## src/rtl/csa_pkg.sv

```systemverilog
// Shared sizing helpers for the pipelined carry-save multi-operand adder.
// Row counts and level counts are evaluated at elaboration time by the top.
package csa_pkg;

    // Output width for the default configuration of 8 operands of 8 bits.
    localparam int OUT_W = 8 + 3;

    function automatic int csa_rows(input int n, input int lvl);
        int r;
        r = n;
        for (int i = 0; i < lvl; i++) begin
            r = 2 * (r / 3) + r % 3;
        end
        return r;
    endfunction

    function automatic int csa_levels(input int n);
        int r;
        int l;
        r = n;
        l = 0;
        for (int i = 0; i < 32; i++) begin
            if (r > 2) begin
                r = 2 * (r / 3) + r % 3;
                l++;
            end
        end
        return l;
    endfunction

endpackage

```

## src/rtl/csa_3to2.sv

```systemverilog
// One row of full adders: three addends in, a sum row and a carry row out.
// The carry row is already shifted into its binary weight.
import csa_pkg::*;

module csa_3to2 #(
    parameter int W = 8
) (
    input  logic [W-1:0] a_i,
    input  logic [W-1:0] b_i,
    input  logic [W-1:0] c_i,
    output logic [W-1:0] s_o,
    output logic [W-1:0] co_o
);

    logic [W-2:0] maj_lo;

    assign s_o    = a_i ^ b_i ^ c_i;
    // The top bit's majority would shift out of range, so it is never formed.
    assign maj_lo = (a_i[W-2:0] & b_i[W-2:0]) | (a_i[W-2:0] & c_i[W-2:0]) | (b_i[W-2:0] & c_i[W-2:0]);
    assign co_o   = {maj_lo, 1'b0};

endmodule

```

## src/rtl/csa_tree_adder_pipe.sv

```systemverilog
// Pipelined Wallace-style multi-operand adder: one register per 3:2 level,
// then a registered carry-propagate add; the whole pipe stalls together.
import csa_pkg::*;

module csa_tree_adder_pipe #(
    parameter int WIDTH  = 8,
    parameter int N_OPS  = 8,
    parameter int SIGNED = 0
) (
    input  logic                             clk,
    input  logic                             rst,
    input  logic                             in_valid,
    output logic                             in_ready,
    input  logic [N_OPS*WIDTH-1:0]           in_ops,
    output logic                             out_valid,
    input  logic                             out_ready,
    output logic [WIDTH+$clog2(N_OPS)-1:0]   out_sum
);

    localparam int OW    = WIDTH + $clog2(N_OPS);
    localparam int L     = csa_levels(N_OPS);
    localparam int EXT_W = OW - WIDTH;

    logic          adv;
    logic [L:0]    vld_q;
    logic [OW-1:0] sum_d;
    logic [OW-1:0] sum_q;
    logic [OW-1:0] ext [N_OPS];

    assign adv       = !vld_q[L] | out_ready;
    assign in_ready  = adv;
    assign out_valid = vld_q[L];
    assign out_sum   = sum_q;

    for (genvar k = 0; k < N_OPS; k++) begin : g_ext
        logic [WIDTH-1:0] op;
        assign op = in_ops[k*WIDTH +: WIDTH];
        assign ext[k] = (SIGNED != 0) ? {{EXT_W{op[WIDTH-1]}}, op} : {{EXT_W{1'b0}}, op};
    end

    // Each level compresses triples and forwards leftovers, then registers its rows.
    for (genvar g = 0; g < L; g++) begin : g_lvl
        localparam int NI = csa_rows(N_OPS, g);
        localparam int NT = NI / 3;
        localparam int NR = NI % 3;
        localparam int NO = csa_rows(N_OPS, g + 1);

        logic [OW-1:0] src   [NI];
        logic [OW-1:0] row_d [NO];
        logic [OW-1:0] row_q [NO];

        for (genvar k = 0; k < NI; k++) begin : g_src
            if (g == 0) begin : g_first
                assign src[k] = ext[k];
            end else begin : g_next
                assign src[k] = g_lvl[g-1].row_q[k];
            end
        end

        for (genvar t = 0; t < NT; t++) begin : g_tri
            csa_3to2 #(.W(OW)) u_csa (
                .a_i  (src[3*t]),
                .b_i  (src[3*t+1]),
                .c_i  (src[3*t+2]),
                .s_o  (row_d[2*t]),
                .co_o (row_d[2*t+1])
            );
        end

        for (genvar r = 0; r < NR; r++) begin : g_pass
            assign row_d[2*NT+r] = src[3*NT+r];
        end

        always_ff @(posedge clk) begin
            if (rst) begin
                for (int i = 0; i < NO; i++) row_q[i] <= '0;
            end else if (adv) begin
                for (int i = 0; i < NO; i++) row_q[i] <= row_d[i];
            end
        end
    end

    // Final carry-propagate stage; the modular wrap at OW bits is exact.
    assign sum_d = g_lvl[L-1].row_q[0] + g_lvl[L-1].row_q[1];

    always_ff @(posedge clk) begin
        if (rst) begin
            vld_q <= '0;
            sum_q <= '0;
        end else if (adv) begin
            vld_q <= {vld_q[L-1:0], in_valid};
            sum_q <= sum_d;
        end
    end

endmodule
```

## config.mk

```make
export PLATFORM = sky130hd
export DESIGN_NAME = csa_tree_adder_pipe
export DESIGN_NICKNAME = d
export VERILOG_FILES = /design/src/rtl/csa_pkg.sv /design/src/rtl/csa_3to2.sv /design/src/rtl/csa_tree_adder_pipe.sv
export SDC_FILE = /design/constraint.sdc
export NUM_CORES = 1
export LEC_CHECK = 0
export ABC_AREA = 0
export CORE_MARGIN = 2
export CORE_UTILIZATION = 35
export DETAILED_ROUTE_END_ITERATION = 6
export PLACE_DENSITY_LB_ADDON = 0.1
export SLEW_MARGIN = 5
export SYNTH_ARGS = -nofsm -noshare
export SYNTH_HDL_FRONTEND = slang
export SYNTH_SLANG_ARGS = --single-unit
```

## constraint.sdc

```tcl
create_clock -name clk -period 6.5 [get_ports clk]
set_clock_uncertainty 0.2 [all_clocks]
set_input_delay 0.975 -clock clk [delete_from_list [all_inputs] [get_ports clk]]
set_output_delay 0.975 -clock clk [all_outputs]
set_load 0.005 [all_outputs]
```

### Word-level counts from Yosys, hierarchy flattened

Memory sizes are Yosys's and may differ from the RTL's.
Index checks and enable logic that the tools add are counted.

* $add $sub $neg: 1
* muxes and demuxes: 20
* bitwise logic cells: 58
* reductions and logical operators: 1

Operators by type and width (count)
* 2-to-1 mux 11 bit: 15
* AND 10 bit: 12
* OR 10 bit: 12
* bitwise XOR 11 bit: 8
* AND 8 bit: 6
* bitwise XOR 11 x 8 -> 11 bit: 2
* OR 1 bit: 16
* bitwise XOR 8 bit: 2
* adder 11 bit: 1
* 2-to-1 mux 1 bit: 5
* zero test 1 bit: 1

* bits in registers: 16
* RAM bits: 165
* input bits: 68
* output and inout bits: 13
* memories kept: 4

Memory list
* g_lvl[0].row_q: words 6, bits a word 11, read ports 6, clocked after memory_dff 0, wr ports 6, line csa_tree_adder_pipe.sv:50 `logic [OW-1:0] row_q [NO];`
* g_lvl[1].row_q: words 4, bits a word 11, read ports 4, clocked after memory_dff 0, wr ports 4, line csa_tree_adder_pipe.sv:50
* g_lvl[2].row_q: words 3, bits a word 11, read ports 3, clocked after memory_dff 0, wr ports 3, line csa_tree_adder_pipe.sv:50
* g_lvl[3].row_q: words 2, bits a word 11, read ports 2, clocked after memory_dff 0, wr ports 2, line csa_tree_adder_pipe.sv:50

### Logic depth before layout (Yosys ltp)

Gate-level depths: netlist of run 1.

* depth after elaboration: 6
* mapped depth: 6

### By module

A second synthesis of run 1 with hierarchy kept.

* cells, all modules: 565
* area, all modules: 8414.3 um2

By module, submodules not included
* csa_tree_adder_pipe: times used 1, cells each 487, area an instance 7003.0 um2, seq. area each 5094.9 um2
* csa_3to2: times used 6, cells each 13, area an instance 235.2 um2, seq. area each 0.0 um2

### Worst setup path after synthesis of run 1

OpenSTA, ideal clock, no wires.

* kind: input-to-reg
* start: input rst
* end: memory g_lvl[0].row_q[0][0] in the netlist's numbering (enable)
* setup time: 507 ps
* data arrival time: 4310 ps
* required time: 5793 ps
* slack: 1483 ps
* cell stages on the path: 2
* buffers on the path: 1
* cell sequence: buf_1 nand2b_1

RTL lines
* start: declaration: line csa_tree_adder_pipe.sv:11 `input logic rst,`
* end: declaration: line csa_tree_adder_pipe.sv:50

### Worst setup path in the final report of run 1

* start: input out_ready
* end: output in_ready

* word-level cells in the longest chain between the ends: 1

RTL lines
* start: declaration: line csa_tree_adder_pipe.sv:16 `input logic out_ready,`
* OR 1 bit: line csa_tree_adder_pipe.sv:30 `assign adv = !vld_q[L] | out_ready;`
* end: declaration: line csa_tree_adder_pipe.sv:13 `output logic in_ready,`

No other way between the ends.

==> results of run 1 <==
-- cell usage after synthesis --
master,count
a221oi_2,1
xnor2_1,3
buf_2,4
nor3_1,4
and3_2,1
a21oi_1,15
o2bb2ai_1,2
mux2i_1,1
nor4_1,2
ha_1,11
buf_1,1
inv_1,2
nor2b_1,1
nand2_1,17
a211o_2,1
and3_1,1
buf_4,1
a211oi_1,1
a211o_1,1
o41a_1,1
clkbuf_1,13
nand2b_1,1
inv_2,1
o21bai_1,1
and2_1,126
nor2_1,6
o22ai_1,1
dfxtp_1,16
edfxtp_1,126
a21o_1,4
nor3b_1,4
fa_1,47
or2b_1,1
mux2_2,1
-- final timing paths --
kind | from | endpoint | cells past startpoint
worst max-delay path | out_ready | in_ready | 4
worst max register to register | vld_q[4]$_SDFFE_PP0P_ | g_lvl[1].row_q[2][8]$_SDFFCE_PN0P_ | 3
worst min-delay path | vld_q[2]$_SDFFE_PP0P_ | vld_q[2]$_SDFFE_PP0P_ | 2
worst min register to register | vld_q[2]$_SDFFE_PP0P_ | vld_q[2]$_SDFFE_PP0P_ | 2
-- layer usage --
metal	track usage, %	up-vias	wire length, µm
li1	-	1610	-
met1	12.7	1532	4200
met2	15.5	90	4140
met3	3.56	16	500
met4	5.26	0	192
met5	0	-	0
-- sequential cells by signal, summed over array words and instances (netlist names) --
| signal | count |
|---|---|
| g_lvl.row_q | 126 |
| out_sum | 11 |
| vld_q | 5 |
-- area by class of cell --
type / instances / share of cell area, %
Clock inverter: 15 / 2.83
Tap cell: 229 / 3.50
Sequential cell: 142 / 50.2
Timing Repair Buffer: 82 / 9.98
Inverter: 3 / 0.138
Clock buffer: 17 / 5.20
Multi-Input combinational cell: 255 / 28.2
-- where the power goes --
part / internal [mW] / switching, mW
combinational: 0.110 / 0.0711
clock: 0.687 / 0.377
sequential: 1.07 / 0.0353
-- cell families (layout without fill, tap and decap cells) --
logic type	after synthesis	after routing	share of synthesized area (%)
AND/OR/NAND/NOR	164	164	15.0
multiplexers	2	2	0.328
adder cells (fa/ha/maj)	58	58	16.6
AO/OA/AOI/OAI	28	28	2.92
buffers and inverters	22	117	1.41
XOR/XNOR	3	3	0.405
flip-flops	142	142	63.3
-- worst max-delay path: stages --
cell and delay, ps:
clkdlybuf4s50_1 420, nor2b_2 710, inv_2 310, clkdlybuf4s50_1 530
==> impl_metrics.toml, run 1 <==
[outcome]
status = "finished with violations"
failed_checks = "design-rule violations"

[placed_design]
place_area_mm2 = 0.00752
numPortBuffers = 80
globalplace.congestion = 0.703
detailed_place_hpwl_um = 5990
dp_slack_ps = 2270
dp_cells = 711

[timing]
grt_setup_unrepaired = "false"
final.setup.tns_ps = 0
max_slew_margin_pct = 30.2
hold_viol = 0
hold_slack_ps = 254
setup_viol = 0
worst_pin_slew_ps = 1050
setup_slack_ps = 2380
report.final.slew_viol_count = 0
fmax_mhz = 242
layout_min_cycle_time_ps = 4120
fin_crit_sh_pct = 63.4

[critical_path]
cp.arrival_ps = 2950
worstPathRequired_ps = 5320
crit_path_start_kind = "input pin"
path_class = "in2out"
worst-path-max-fanout = 20
cp-end-kind = "output port"
reg2reg_setup_slack_ps = 3550

[clock_network]
clk_pin_slew_ps = 60
cts_tree = "yes"
cts_hold_buf = 0
clk_latency_ps = 420
root_buffer = "clkbuf_16"
post-cts-setup-buffer-count = 0
post_cts_resized = 0
numCtsBuffers = 17
htreeDepth = 4
cts.path.max_buffers = 2
cts_sinks = 142

[finish]
fin_cells = 743
multi_input_comb_area_mm2 = 0.00230
fin_util_pct = 45.2
final_cell_mix = "126 x and2_1, 126 x edfxtp_1, 80 x clkdlybuf4s50_1"
n_fill_cell = 1611
final_area_mm2 = 0.00818
syn_to_final_growth_pct = 26.2
fin_nets = 627
drive_gt1_share_pct = 7.98
diodes = 0
register_area_mm2 = 0.00410

[global_route]
grtUsageTotal_pct = 10.1
grt_max_degree = 83
grt_pass1_wl_um = 15400
antenna_found_initial = 0
overflow = 0
grt_pass1_vias = 3372

[yosys]
synth_top_area_share_pct = 58.4
synth_top_cell_by_area = "edfxtp_1"
yosysWarnings = 0
syn_area_mm2 = 0.00648
avgSynthCellArea_um2 = 15.5
synthCells = 419
syn_nets = 545
synth_cell_types = 34
ys_seq_area_share_pct = 63.3
ys_ff_latch = 142
netlist_top_cells_area = "edfxtp_1 58%, fa_1 15%, and2_1 12%, dfxtp_1 4.9%, ha_1 2.1%"

[floorplanning]
fp.coreArea_mm2 = 0.0181
die-height_um = 140
ios = 81
rows = 49
die_area_mm2 = 0.0196
start_util_pct = 35.8
fp.dieW_um = 140

[power]
power_density_mw_per_mm2 = 288
power.total_mw = 2.35
p_leak_nw = 3.32
ir_drop_mv = 0.173

[drt]
drc = 5
vias = 3248
ant_nets = 0
first_iter_violations = 194
firstDrtPassIters = 7
avgRoutedWirePerCell_um = 12.2
drt-total-wl_um = 9030
drt-vias-per-instance = 4.37

[worst_hold_path]
hold_class = "reg2reg"

[flow_run]
drv_cap = 0
Power figures use the tool's default switching activity.
==> run 2, diff against run 1 <==
Clock period 6.5 ns to 3.85 ns, I/O delays scaled along.
==> run 2 against run 1 <==
Against the previous run: highest routed layer unchanged; die area unchanged; routed wire length grew 3.5%; sequential power up 68%; critical path type unchanged; combinational power up 71%; critical endpoint unchanged; the flow still finishes with violations (design-rule violations); largest power group unchanged; worst hold slack better by 3.5 ps; critical path depth increased by 1; largest cell class unchanged; design area is essentially flat.
==> impl_metrics.toml, run 2 (same netlist as run 1, synthesis figures left out) <==
[outcome]
status = "finished with violations"
failed_checks = "design-rule violations"

[timing]
report.final.slew_viol_count = 0
fmax_mhz = 346
worst_pin_slew_ps = 617
setup_viol = 0
max_slew_margin_pct = 58.8
fin_crit_sh_pct = 75.0
setup_slack_ps = 962
final.setup.tns_ps = 0
layout_min_cycle_time_ps = 2890
hold_viol = 0
grt_setup_unrepaired = "false"

[flow_run]
drv_cap = 0

[global_route]
grt_max_degree = 129
grt_pass1_wl_um = 15800
grtUsageTotal_pct = 10.4
grt_pass1_vias = 3269
overflow = 0
antenna_found_initial = 0

[placed_design]
globalplace.congestion = 0.689
dp_slack_ps = 960
detailed_place_hpwl_um = 6160
numPortBuffers = 80

[critical_path]
worst-path-max-fanout = 20
cpMostUsedCell = "clkdlybuf4s50_1"
worstReg2RegStart = "g_lvl[3].row_q[0][2]$_SDFFCE_PN0P_"
crit_path_start_kind = "input pin"
reg2reg_setup_slack_ps = 1600
cpPeakStageDelay_ps = 560
cp-end-kind = "output port"
reg2reg_depth = 6
crit_slowest_cell = "clkdlybuf4s50_1"
path_class = "in2out"
startpoint = "out_ready"
path_cells = "clkdlybuf4s50_1 -> nor2b_2 -> buf_4 -> inv_2 -> clkdlybuf4s50_1"
rr_endpoint = "out_sum[10]$_SDFFE_PP0P_"
worstPathRequired_ps = 3070
cp.arrival_ps = 2110

[clock_network]
root_buffer = "clkbuf_16"
cts_tree = "yes"
clk_latency_ps = 410
cts_sinks = 142
post-cts-setup-buffer-count = 0
clk_pin_slew_ps = 60
htreeDepth = 4
cts.path.max_buffers = 2
cts_hold_buf = 0
numCtsBuffers = 17
post_cts_resized = 0

[finish]
largest_reg_flops = 126
fin_nets = 630
fin_util_pct = 45.3
syn_to_final_growth_pct = 26.3
diodes = 0
n_fill_cell = 1589
top_register = "g_lvl.row_q"
drive_gt1_share_pct = 7.93
final_cell_mix = "126 x and2_1, 126 x edfxtp_1, 80 x clkdlybuf4s50_1"

[power]
power.total_mw = 3.85
p_leak_nw = 3.33
ir_drop_mv = 0.267
power_density_mw_per_mm2 = 471

[floorplanning]
ios = 81
die_area_mm2 = 0.0196
rows = 49
fp.dieW_um = 140
fp.coreArea_mm2 = 0.0181
start_util_pct = 35.8
die-height_um = 140

[worst_hold_path]
min_delay_worst_endpoint = "out_sum[3]$_SDFFE_PP0P_"
whs_path_depth = 2
hold_class = "reg2reg"
holdCritStartpoint = "out_sum[3]$_SDFFE_PP0P_"

[drt]
first_iter_violations = 228
firstDrtPassIters = 6
drt-total-wl_um = 9350
vias = 3224
drc = 1
avgRoutedWirePerCell_um = 12.5
ant_nets = 0
drt-vias-per-instance = 4.32
## run 2: cell types whose count changed in the layout (fill, tap and decap cells not counted), sizes merged
cell	delta
buf	+3
clkbuf	+2
bufinv	-1
clkinv	+3
clkinvlp	+1
inv	-5
## run 2: layer usage
metal  GRT usage, %  wire length, µm  vias to the layer above
li1               -                -                     1614
met1           14.3             4570                     1505
met2           14.9             4080                       86
met3           3.28              446                       19
met4           5.74              248                        0
met5              0                0                        -
## run 2: power breakdown
group / switching (mW) / internal [mW] / total [mW]
Combinational: 0.123 / 0.187 / 0.309
Clock: 0.595 / 1.07 / 1.67
Sequential: 0.0601 / 1.81 / 1.87
Total: 0.778 / 3.08 / 3.85
## run 2: how the worst max path moves through the flow
stage,to,slack (ps),cells past startpoint
5_1_grt,in_ready,890,5
4_1_cts,in_ready,950,5
2_1_floorplan,g_lvl[0].row_q[0][0]$_SDFFCE_PN0P_,680,2
6_report,in_ready,960,5
3_3_place_gp,in_ready,990,5
3_5_place_dp,in_ready,960,5
## run 2: critical path, delay by kind of cell
family	cells	cell delay, ps
buf+inv	4	1480
simple gates	1	40
## run 2: per-stage QoR
| stage | std cells | hold WS [ps] | area [µm²] |
|---|---|---|---|
| 6_report | 746 | 257 | 8190 |
| 3_3_place_gp | 714 | 241 | 7580 |
| 2_1_floorplan | 419 | 232 | 6480 |
| 4_1_cts | 746 | 259 | 8190 |
| 5_1_grt | 746 | 276 | 8190 |
| 3_5_place_dp | 714 | 250 | 7580 |
## run 2: layout make-up
| class | count | area [µm²] | area share [%] |
|---|---|---|---|
| tap | 229 | 287 | 3.50 |
| clock buffer | 19 | 433 | 5.29 |
| inverter | 3 | 11.3 | 0.138 |
| clock inverter | 13 | 171 | 2.09 |
| sequential | 142 | 4100 | 50.1 |
| multi-input combinational | 255 | 2300 | 28.1 |
| timing repair buffer | 85 | 876 | 10.7 |
